**config.mk**
```make
export PLATFORM = sky130hd
export DESIGN_NAME = eightbit_divider_ctrl
export DESIGN_NICKNAME = d
export VERILOG_FILES = /design/src/rtl/eightbit_divider_ctrl.sv
export SDC_FILE = /design/constraint.sdc
export NUM_CORES = 1
export LEC_CHECK = 0
export CAP_MARGIN = 20
export CORE_MARGIN = 3
export CORE_UTILIZATION = 40
export CTS_BUF_LIST = sky130_fd_sc_hd__clkbuf_8
export CTS_CLUSTER_DIAMETER = 30
export DETAILED_ROUTE_END_ITERATION = 8
export REMOVE_ABC_BUFFERS = 1
export SYNTH_ARGS = -nofsm -noshare
export SYNTH_HDL_FRONTEND = slang
export SYNTH_SLANG_ARGS = --single-unit
```
**constraint.sdc**
```tcl
create_clock -name clk -period 10.44 [get_ports clk]
set_input_delay 3.132 -clock clk [delete_from_list [all_inputs] [get_ports clk]]
set_output_delay 3.132 -clock clk [all_outputs]
set_load 0.005 [all_outputs]
```
**src/rtl/eightbit_divider_ctrl.sv**
```systemverilog
// Sequential 8-bit unsigned restoring divider built around one ripple-borrow subtractor.
// Runs eight iterations under a start/busy/done handshake and flags divide-by-zero up front.

module eightbit_subtractor (
  input  logic [7:0] a,
  input  logic [7:0] b,
  output logic [7:0] diff,
  output logic       cout,
  output logic       overflow
);
  // a - b as a + ~b + 1; carry out high means no borrow (a >= b)
  logic [8:0] carry;
  assign carry[0] = 1'b1;

  genvar gi;
  generate
    for (gi = 0; gi < 8; gi++) begin : g_bit
      assign diff[gi]      = a[gi] ^ ~b[gi] ^ carry[gi];
      assign carry[gi + 1] = (a[gi] & ~b[gi]) | (carry[gi] & (a[gi] ^ ~b[gi]));
    end
  endgenerate

  assign cout     = carry[8];
  assign overflow = carry[8] ^ carry[7];
endmodule

module eightbit_divider_ctrl (
  input  logic       clk,
  input  logic       rst,
  input  logic       start,
  input  logic [7:0] dividend,
  input  logic [7:0] divisor,
  output logic [7:0] quotient,
  output logic [7:0] remainder,
  output logic       busy,
  output logic       done,
  output logic       div_by_zero
);
  typedef enum logic [1:0] {
    IDLE = 2'd0,
    RUN  = 2'd1,
    DONE = 2'd2
  } state_t;

  state_t     state_reg;
  logic [7:0] r_reg;
  logic [7:0] q_reg;
  logic [7:0] d_reg;
  logic [2:0] cnt_reg;
  logic [7:0] quotient_reg;
  logic [7:0] remainder_reg;
  logic       busy_reg;
  logic       done_reg;
  logic       dbz_reg;

  logic [7:0] shift_next;
  logic [7:0] r_iter_next;
  logic [7:0] q_iter_next;
  logic [7:0] sub_diff;
  logic       sub_cout;
  logic       sub_overflow_unused;
  logic       r_msb_unused;

  // The partial remainder never exceeds 127 before a shift, so its MSB is shifted out unused.
  assign r_msb_unused = r_reg[7];

  eightbit_subtractor u_sub (
    .a        (shift_next),
    .b        (d_reg),
    .diff     (sub_diff),
    .cout     (sub_cout),
    .overflow (sub_overflow_unused)
  );

  always_comb begin
    shift_next  = {r_reg[6:0], q_reg[7]};
    r_iter_next = sub_cout ? sub_diff : shift_next;
    q_iter_next = {q_reg[6:0], sub_cout};
  end

  always_ff @(posedge clk) begin
    if (rst) begin
      state_reg     <= IDLE;
      r_reg         <= 8'd0;
      q_reg         <= 8'd0;
      d_reg         <= 8'd0;
      cnt_reg       <= 3'd0;
      quotient_reg  <= 8'd0;
      remainder_reg <= 8'd0;
      busy_reg      <= 1'b0;
      done_reg      <= 1'b0;
      dbz_reg       <= 1'b0;
    end else begin
      case (state_reg)
        IDLE, DONE: begin
          state_reg <= IDLE;
          busy_reg  <= 1'b0;
          done_reg  <= 1'b0;
          if (start) begin
            q_reg   <= dividend;
            d_reg   <= divisor;
            r_reg   <= 8'd0;
            cnt_reg <= 3'd0;
            if (divisor == 8'd0) begin
              // No iterations needed: report saturated quotient immediately
              state_reg     <= DONE;
              done_reg      <= 1'b1;
              quotient_reg  <= 8'hFF;
              remainder_reg <= dividend;
              dbz_reg       <= 1'b1;
            end else begin
              state_reg <= RUN;
              busy_reg  <= 1'b1;
            end
          end
        end
        RUN: begin
          r_reg   <= r_iter_next;
          q_reg   <= q_iter_next;
          cnt_reg <= cnt_reg + 3'd1;
          if (cnt_reg == 3'd7) begin
            state_reg     <= DONE;
            busy_reg      <= 1'b0;
            done_reg      <= 1'b1;
            quotient_reg  <= q_iter_next;
            remainder_reg <= r_iter_next;
            dbz_reg       <= 1'b0;
          end
        end
        default: begin
          state_reg <= IDLE;
          busy_reg  <= 1'b0;
          done_reg  <= 1'b0;
        end
      endcase
    end
  end

  assign quotient    = quotient_reg;
  assign remainder   = remainder_reg;
  assign busy        = busy_reg;
  assign done        = done_reg;
  assign div_by_zero = dbz_reg;
endmodule
```
### After elaboration in Yosys (flattened, before gate mapping)

Cells that the tools add are included.
W data, S select, Z words.

| storage, ports and cells | value |
|---|---|
| bits in registers | 47 |
| latch bits | 0 |
| RAM bits | 0 |
| memory bits (read-only) | 0 |
| bits of input ports | 19 |
| output and inout port bits | 19 |
| word-level logic and storage cells | 101 |
| memories | 0 |

| operators by class | value |
|---|---|
| add/subtract/negate cells | 1 |
| multiply operators | 0 |
| div/mod/pow operators | 0 |
| $lt $le $gt $ge | 0 |
| equal/unequal tests | 6 |
| shift operators | 0 |
| mux-type cells | 30 |
| bitwise logic cells | 47 |
| reductions and logical operators | 7 |

Operators by type and width:

| cell | count |
|---|---|
| $mux W8 | 8 |
| $pmux W8 S2 | 3 |
| $and A1 B1 Y1 | 15 |
| $xor A1 B1 Y1 | 15 |
| $pmux W7 S2 | 1 |
| $not A1 Y1 | 9 |
| $logic_not A8 Y1 | 1 |
| $mux W1 | 8 |
| $or A1 B1 Y1 | 8 |
| $mux W7 | 1 |
| $mux W2 | 3 |
| $ne A2 B2 Y1 const B | 3 |
| $pmux W1 S2 | 3 |
| $pmux W3 S2 | 1 |
| $pmux W2 S2 | 1 |
| $reduce_and A2 Y1 | 2 |
| $reduce_and A4 Y1 | 1 |
| $add A3 B1 Y3 const B | 1 |
| $eq A3 B3 Y1 const B | 1 |
| $mux W3 | 1 |
| $eq A2 B1 Y1 const B | 1 |
| $eq A2 B2 Y1 const B | 1 |
| $logic_not A2 Y1 | 1 |
| $reduce_bool A2 Y1 | 1 |
| $reduce_or A2 Y1 | 1 |

### Longest topological paths before layout

| logic depth | value |
|---|---|
| depth after elaboration | 20 |
| depth in mapped cells | 15 |
| gate-level depth less buffers | 14 |

### Hierarchy

Synthesis repeated with hierarchy kept, for this count alone.

| second synthesis, totals | value |
|---|---|
| cell total of the unflattened synthesis | 271 |
| area total of the unflattened synthesis | 2255.9 sq um |

Modules (own cells, without submodules):

| module | instances | cells each | area an instance (sq um) | sequential area each (sq um) |
|---|---|---|---|---|
| eightbit_divider_ctrl | 1 | 246 | 2034.5 | 920.9 |
| eightbit_subtractor | 1 | 25 | 221.5 | 0.0 |

### Worst setup path before layout

No wires, ideal clock.

| path | value |
|---|---|
| path type | input to register |
| from | input port divisor[5] |
| to | register quotient_reg[6] (netlist: quotient[6]) |
| library setup time | 0.059 ns |
| arrival time | 4.359 ns |
| data required time | 10.381 ns |
| path slack | 6.023 ns |
| stages on the path | 4 |
| path buffers | 1 |
| cells stage by stage | or4_1 -> o31ai_4 -> buf_6 -> o221a_2 |

| on the way | value |
|---|---|
| longest elaborated chain between the ends | 3 |

RTL lines:

| element | RTL line | text |
|---|---|---|
| from (decl) | 32 | `input logic [7:0] divisor,` |
| $logic_not A8 Y1 | 104 | `if (divisor == 8'd0) begin` |
| $ne A2 B2 Y1 (no source line) | -- |  |
| $reduce_and A4 Y1 (no source line) | -- |  |
| to (signal assigned) | 125 | `quotient_reg <= q_iter_next;` |
| to (decl) | 50 | `logic [7:0] quotient_reg;` |

No other way between the ends.
A chain may end at the register's enable or synchronous reset.

### Worst setup path in the final report

| path | value |
|---|---|
| from | input port divisor[1] |
| to | register quotient_reg[7] (netlist: quotient[7]) |

The elaborated chain is that of the path after synthesis.

==> metrics.sh <==
OUTCOME='complete, no violations'
YS_TOP_CELLS_BY_AREA='sky130_fd_sc_hd__dfxtp_1 43%, sky130_fd_sc_hd__a311oi_1 8.6%, sky130_fd_sc_hd__nand2_1 7.0%'
NUMBER_OF_CELLS_UPSIZED_OR_DOWNSIZED_AFTER_CTS=0
WORST_PATH_LARGEST_CELL_DELAY_PS=640
CRIT_PATH_START='divisor[1]'
CTS_ROOT_BUFFER='sky130_fd_sc_hd__clkbuf_8'
DRC_MARKER_COUNT_FROM_THE_FIRST_DETAILED_ROUTE_ITERATION=100
MAX_SLEW_MARGIN=0.387
TIMING.CRITICAL_PATH.FROM_TYPE='primary input'
SYNTH.LIB_CELLS_USED.DISTINCT=31
SYNTH_TOP_FAMILY_BY_AREA='compound AO/OA/AOI/OAI gates'
ROUTED_WL_UM=5180
MAPPEDNETLISTAREA_MM2=0.00214
WORSTSETUPPATHTYPE='primary input to flip-flop'
SYNTHTOLAYOUTAREAGROWTH_PCT=23.6
FLOORPLAN.DIE.HEIGHT_UM=79.1
CELLLEAKAGEPOWER_nW=0.953
SYNTH.YOSYS.WARNINGS=0
SYNTH_SIMPLE_GATE_AREA_SHARE=0.200
IR_DROP_mV=0.0522
SYNTH-XOR-AREA-SHARE=0
POST_SYNTH_INST_COUNT=239
TIMING.FINAL.SETUP_VIOLATIONS=0
CRITICAL_PATH_ARRIVAL_PS=5170
FINAL-MAX-SLEW-VIOLATION-COUNT=0
FINAL_ANTENNA_NET_COUNT=0
TIMING.RR.START='q_reg[7]'
DIE-WIDTH_UM=79.1
MAX_FREQ_GHz=0.203
AVGSYNTHCELLAREA_UM2=8.94
POST_SYNTH_FA_HA_MAJ_AREA_FRACTION=0.0831
DRT_PRE_ANTENNA_ITERS=4
GRT_USAGE=0.174
UNREPAIRED_SETUP_ENDPOINTS_AFTER_GLOBAL_ROUTING='false'
DP.FINAL_HPWL_UM=3540
YOSYS-MUX-AREA-FRACTION=0.00527
MIN_FROM='d_reg[6]'
FINAL_MIN_PERIOD_OVER_CLOCK_PERIOD=0.472
GRT.OVERFLOW.TOTAL=0
POST-ROUTE-DRC-COUNT=0
POST-SYNTH-TOP-AREA-CELL='sky130_fd_sc_hd__dfxtp_1'
FINAL.FILL_COUNT=497
CTS-HOLD-FIX-BUFFERS=0
WORSTPATHREQUIRED_PS=10680
POWER_DENSITY_mW_PER_MM2=137
LAYOUT_CELLS_SIZED_ABOVE_1=0.0882
COUNT_OF_INPUT_AND_OUTPUT_BUFFERS=37
INITIAL_CORE_UTIL=0.432
WORSTSETUPENDPOINTTYPE='flip-flop'
GRT_MAX_DEGREE=41
MIN_PATH_CELLS=2
PLACEMENT.CELL_AREA_MM2=0.00254
HTREE_NUM_LEVELS=2
NUM_IO_PINS=38
GRT_ANTENNA_BEFORE_REPAIR=0
CAP_VIOL_MAX_COUNT=0
CTS.SINK_COUNT=46
SYNTH-COMPOUND-AREA-SHARE=0.224
GRT_FIRST_PASS_WIRELENGTH_UM=8510
CTS.CLK_SLEW.WORST_PATHS_PS=80
CTSLONGESTPATHBUFFERS=2
HOLD_PATH.CLASS='flip-flop to flip-flop'
HOLD_VIOLATIONS=0
VIAS=1844
GP_CONGESTION=0.770
CORE_MM2=0.00494
LAYOUT.CELLS.MOST_COMMON_LIST='46 x sky130_fd_sc_hd__dfxtp_1, 40 x sky130_fd_sc_hd__nand2_1, 37 x sky130_fd_sc_hd__clkdlybuf4s50_1'
COMMONEST_NON_FILL_NON_TAP_CELL_IN_THE_LAYOUT='sky130_fd_sc_hd__dfxtp_1'
VIAS_IN_THE_FIRST_GLOBAL_ROUTE=1688
WORSTREGTOREGCELLS=14
DRT-WIRELENGTH-PER-CELL_UM=15.3
LAYOUT.NETS=300
CTS_INSERTED_BUFFERS=5
SLOWEST_STAGE='sky130_fd_sc_hd__o31ai_4'
SUMMED_NEGATIVE_SETUP_SLACK_OVER_ALL_ENDPOINTS_PS=0
PERIOD_MINUS_SLACK_PS=4930
SYNTH-SEQ-AREA-SHARE=0.431
TIGHTEST_SLEW_PS=911
CLK-INSERTION-DELAY-LATE_PS=290
NUMBER_OF_ANTENNA_DIODES=0
FINAL_AREA_MM2=0.00264
TOTAL_SETUP_BUFFERS_INSERTED_AFTER_CTS=0
PLACEMENTROWS=25
DIEAREA_MM2=0.00626
CP_MAX_FO=16
SYNTH-SEQ-CELLS=46
SYNTH.TOP_CELL.AREA_SHARE=0.431
FINCLKSKEW_PS=2.34
DETAIL_ROUTE.VIAS_PER_CELL=5.44
TIMING.CRITICAL_PATH.CELLS='clkdlybuf4s50_1, or4_4, o31ai_4, o221a_2'
TRITONCTS='yes'
[worst max-delay path, delay by kind of cell]
family | cells | cell delay (ps)
compound gates | 2 | 960
simple gates | 1 | 590
buf+inv | 1 | 480
[routing by layer]
layer	share of wire	vias up	track usage	wire length [um]
li1	-	911	-	-
met1	0.48	875	0.233	2510
met2	0.46	52	0.273	2380
met3	0.045	6	0.0420	233
met4	0.012	0	0.0601	63
met5	0	-	0	0
[report_power, final]
part           internal [mW]  total [mW]  switching, mW
clock network         0.0525       0.110         0.0574
registers              0.183       0.190        0.00633
logic                 0.0261      0.0631         0.0370
total                  0.262       0.363          0.101
[cells in the mapped netlist]
library cell                count
sky130_fd_sc_hd__nor3_1         1
sky130_fd_sc_hd__nand2_1       40
sky130_fd_sc_hd__o311ai_0       1
sky130_fd_sc_hd__buf_1          5
sky130_fd_sc_hd__o211a_1        1
sky130_fd_sc_hd__nand3_1       10
sky130_fd_sc_hd__clkbuf_1      10
sky130_fd_sc_hd__o21a_1         1
sky130_fd_sc_hd__inv_1         11
sky130_fd_sc_hd__nor2b_1        3
sky130_fd_sc_hd__o21ai_0        8
sky130_fd_sc_hd__a2111oi_0      1
sky130_fd_sc_hd__o221a_2        7
sky130_fd_sc_hd__nand3b_1       2
sky130_fd_sc_hd__and2_1         7
sky130_fd_sc_hd__ha_1           3
sky130_fd_sc_hd__buf_6          2
sky130_fd_sc_hd__or4_1          1
sky130_fd_sc_hd__dfxtp_1       46
sky130_fd_sc_hd__fa_1           7
sky130_fd_sc_hd__a311oi_1      21
sky130_fd_sc_hd__a21oi_1       21
sky130_fd_sc_hd__and3b_1        1
sky130_fd_sc_hd__nor4_2         2
sky130_fd_sc_hd__nand2b_1       4
sky130_fd_sc_hd__mux2_2         1
sky130_fd_sc_hd__or4_4          1
sky130_fd_sc_hd__a31oi_1        1
sky130_fd_sc_hd__o31ai_4        1
sky130_fd_sc_hd__o41ai_1        1
sky130_fd_sc_hd__nor2_1        18
[stage by stage]
step	setup slack, ps	cells	power (mW)	utilization	hold WS, ps
floorplan	5830	222	0.231	-	430
global placement	5270	330	0.256	0.514	447
detailed placement	5210	330	0.257	0.514	450
CTS	5510	338	0.367	0.533	462
global route	5460	339	0.385	0.534	476
finish	5510	339	0.363	0.534	457
[cell families (layout without fill, tap and decap cells)]
| logic type | Yosys count | count (layout) |
|---|---|---|
| AO/OA/AOI/OAI | 64 | 64 |
| adder cells (fa/ha/maj) | 10 | 10 |
| buffers and inverters | 28 | 61 |
| flip-flops | 46 | 46 |
| multiplexers | 1 | 1 |
| AND/OR/NAND/NOR | 90 | 90 |
[final timing paths]
kind | end | slack (ps)
worst max-delay path | quotient[7] | 5510
worst min-delay path | d_reg[6] | 460
worst max register to register | remainder[2] | 6140
worst min register to register | d_reg[6] | 460
[cell type report]
cell class | instances | area [um2] | share of cell area
tap | 67 | 83.8 | 0.0317
multi-input combinational | 165 | 1100 | 0.415
clock inverter | 2 | 8.76 | 0.00332
clock buffer | 6 | 82.6 | 0.0313
timing repair buffer | 42 | 408 | 0.154
inverter | 11 | 41.3 | 0.0156
sequential | 46 | 921 | 0.349
Note: power is estimated with default switching activity, not from simulation.
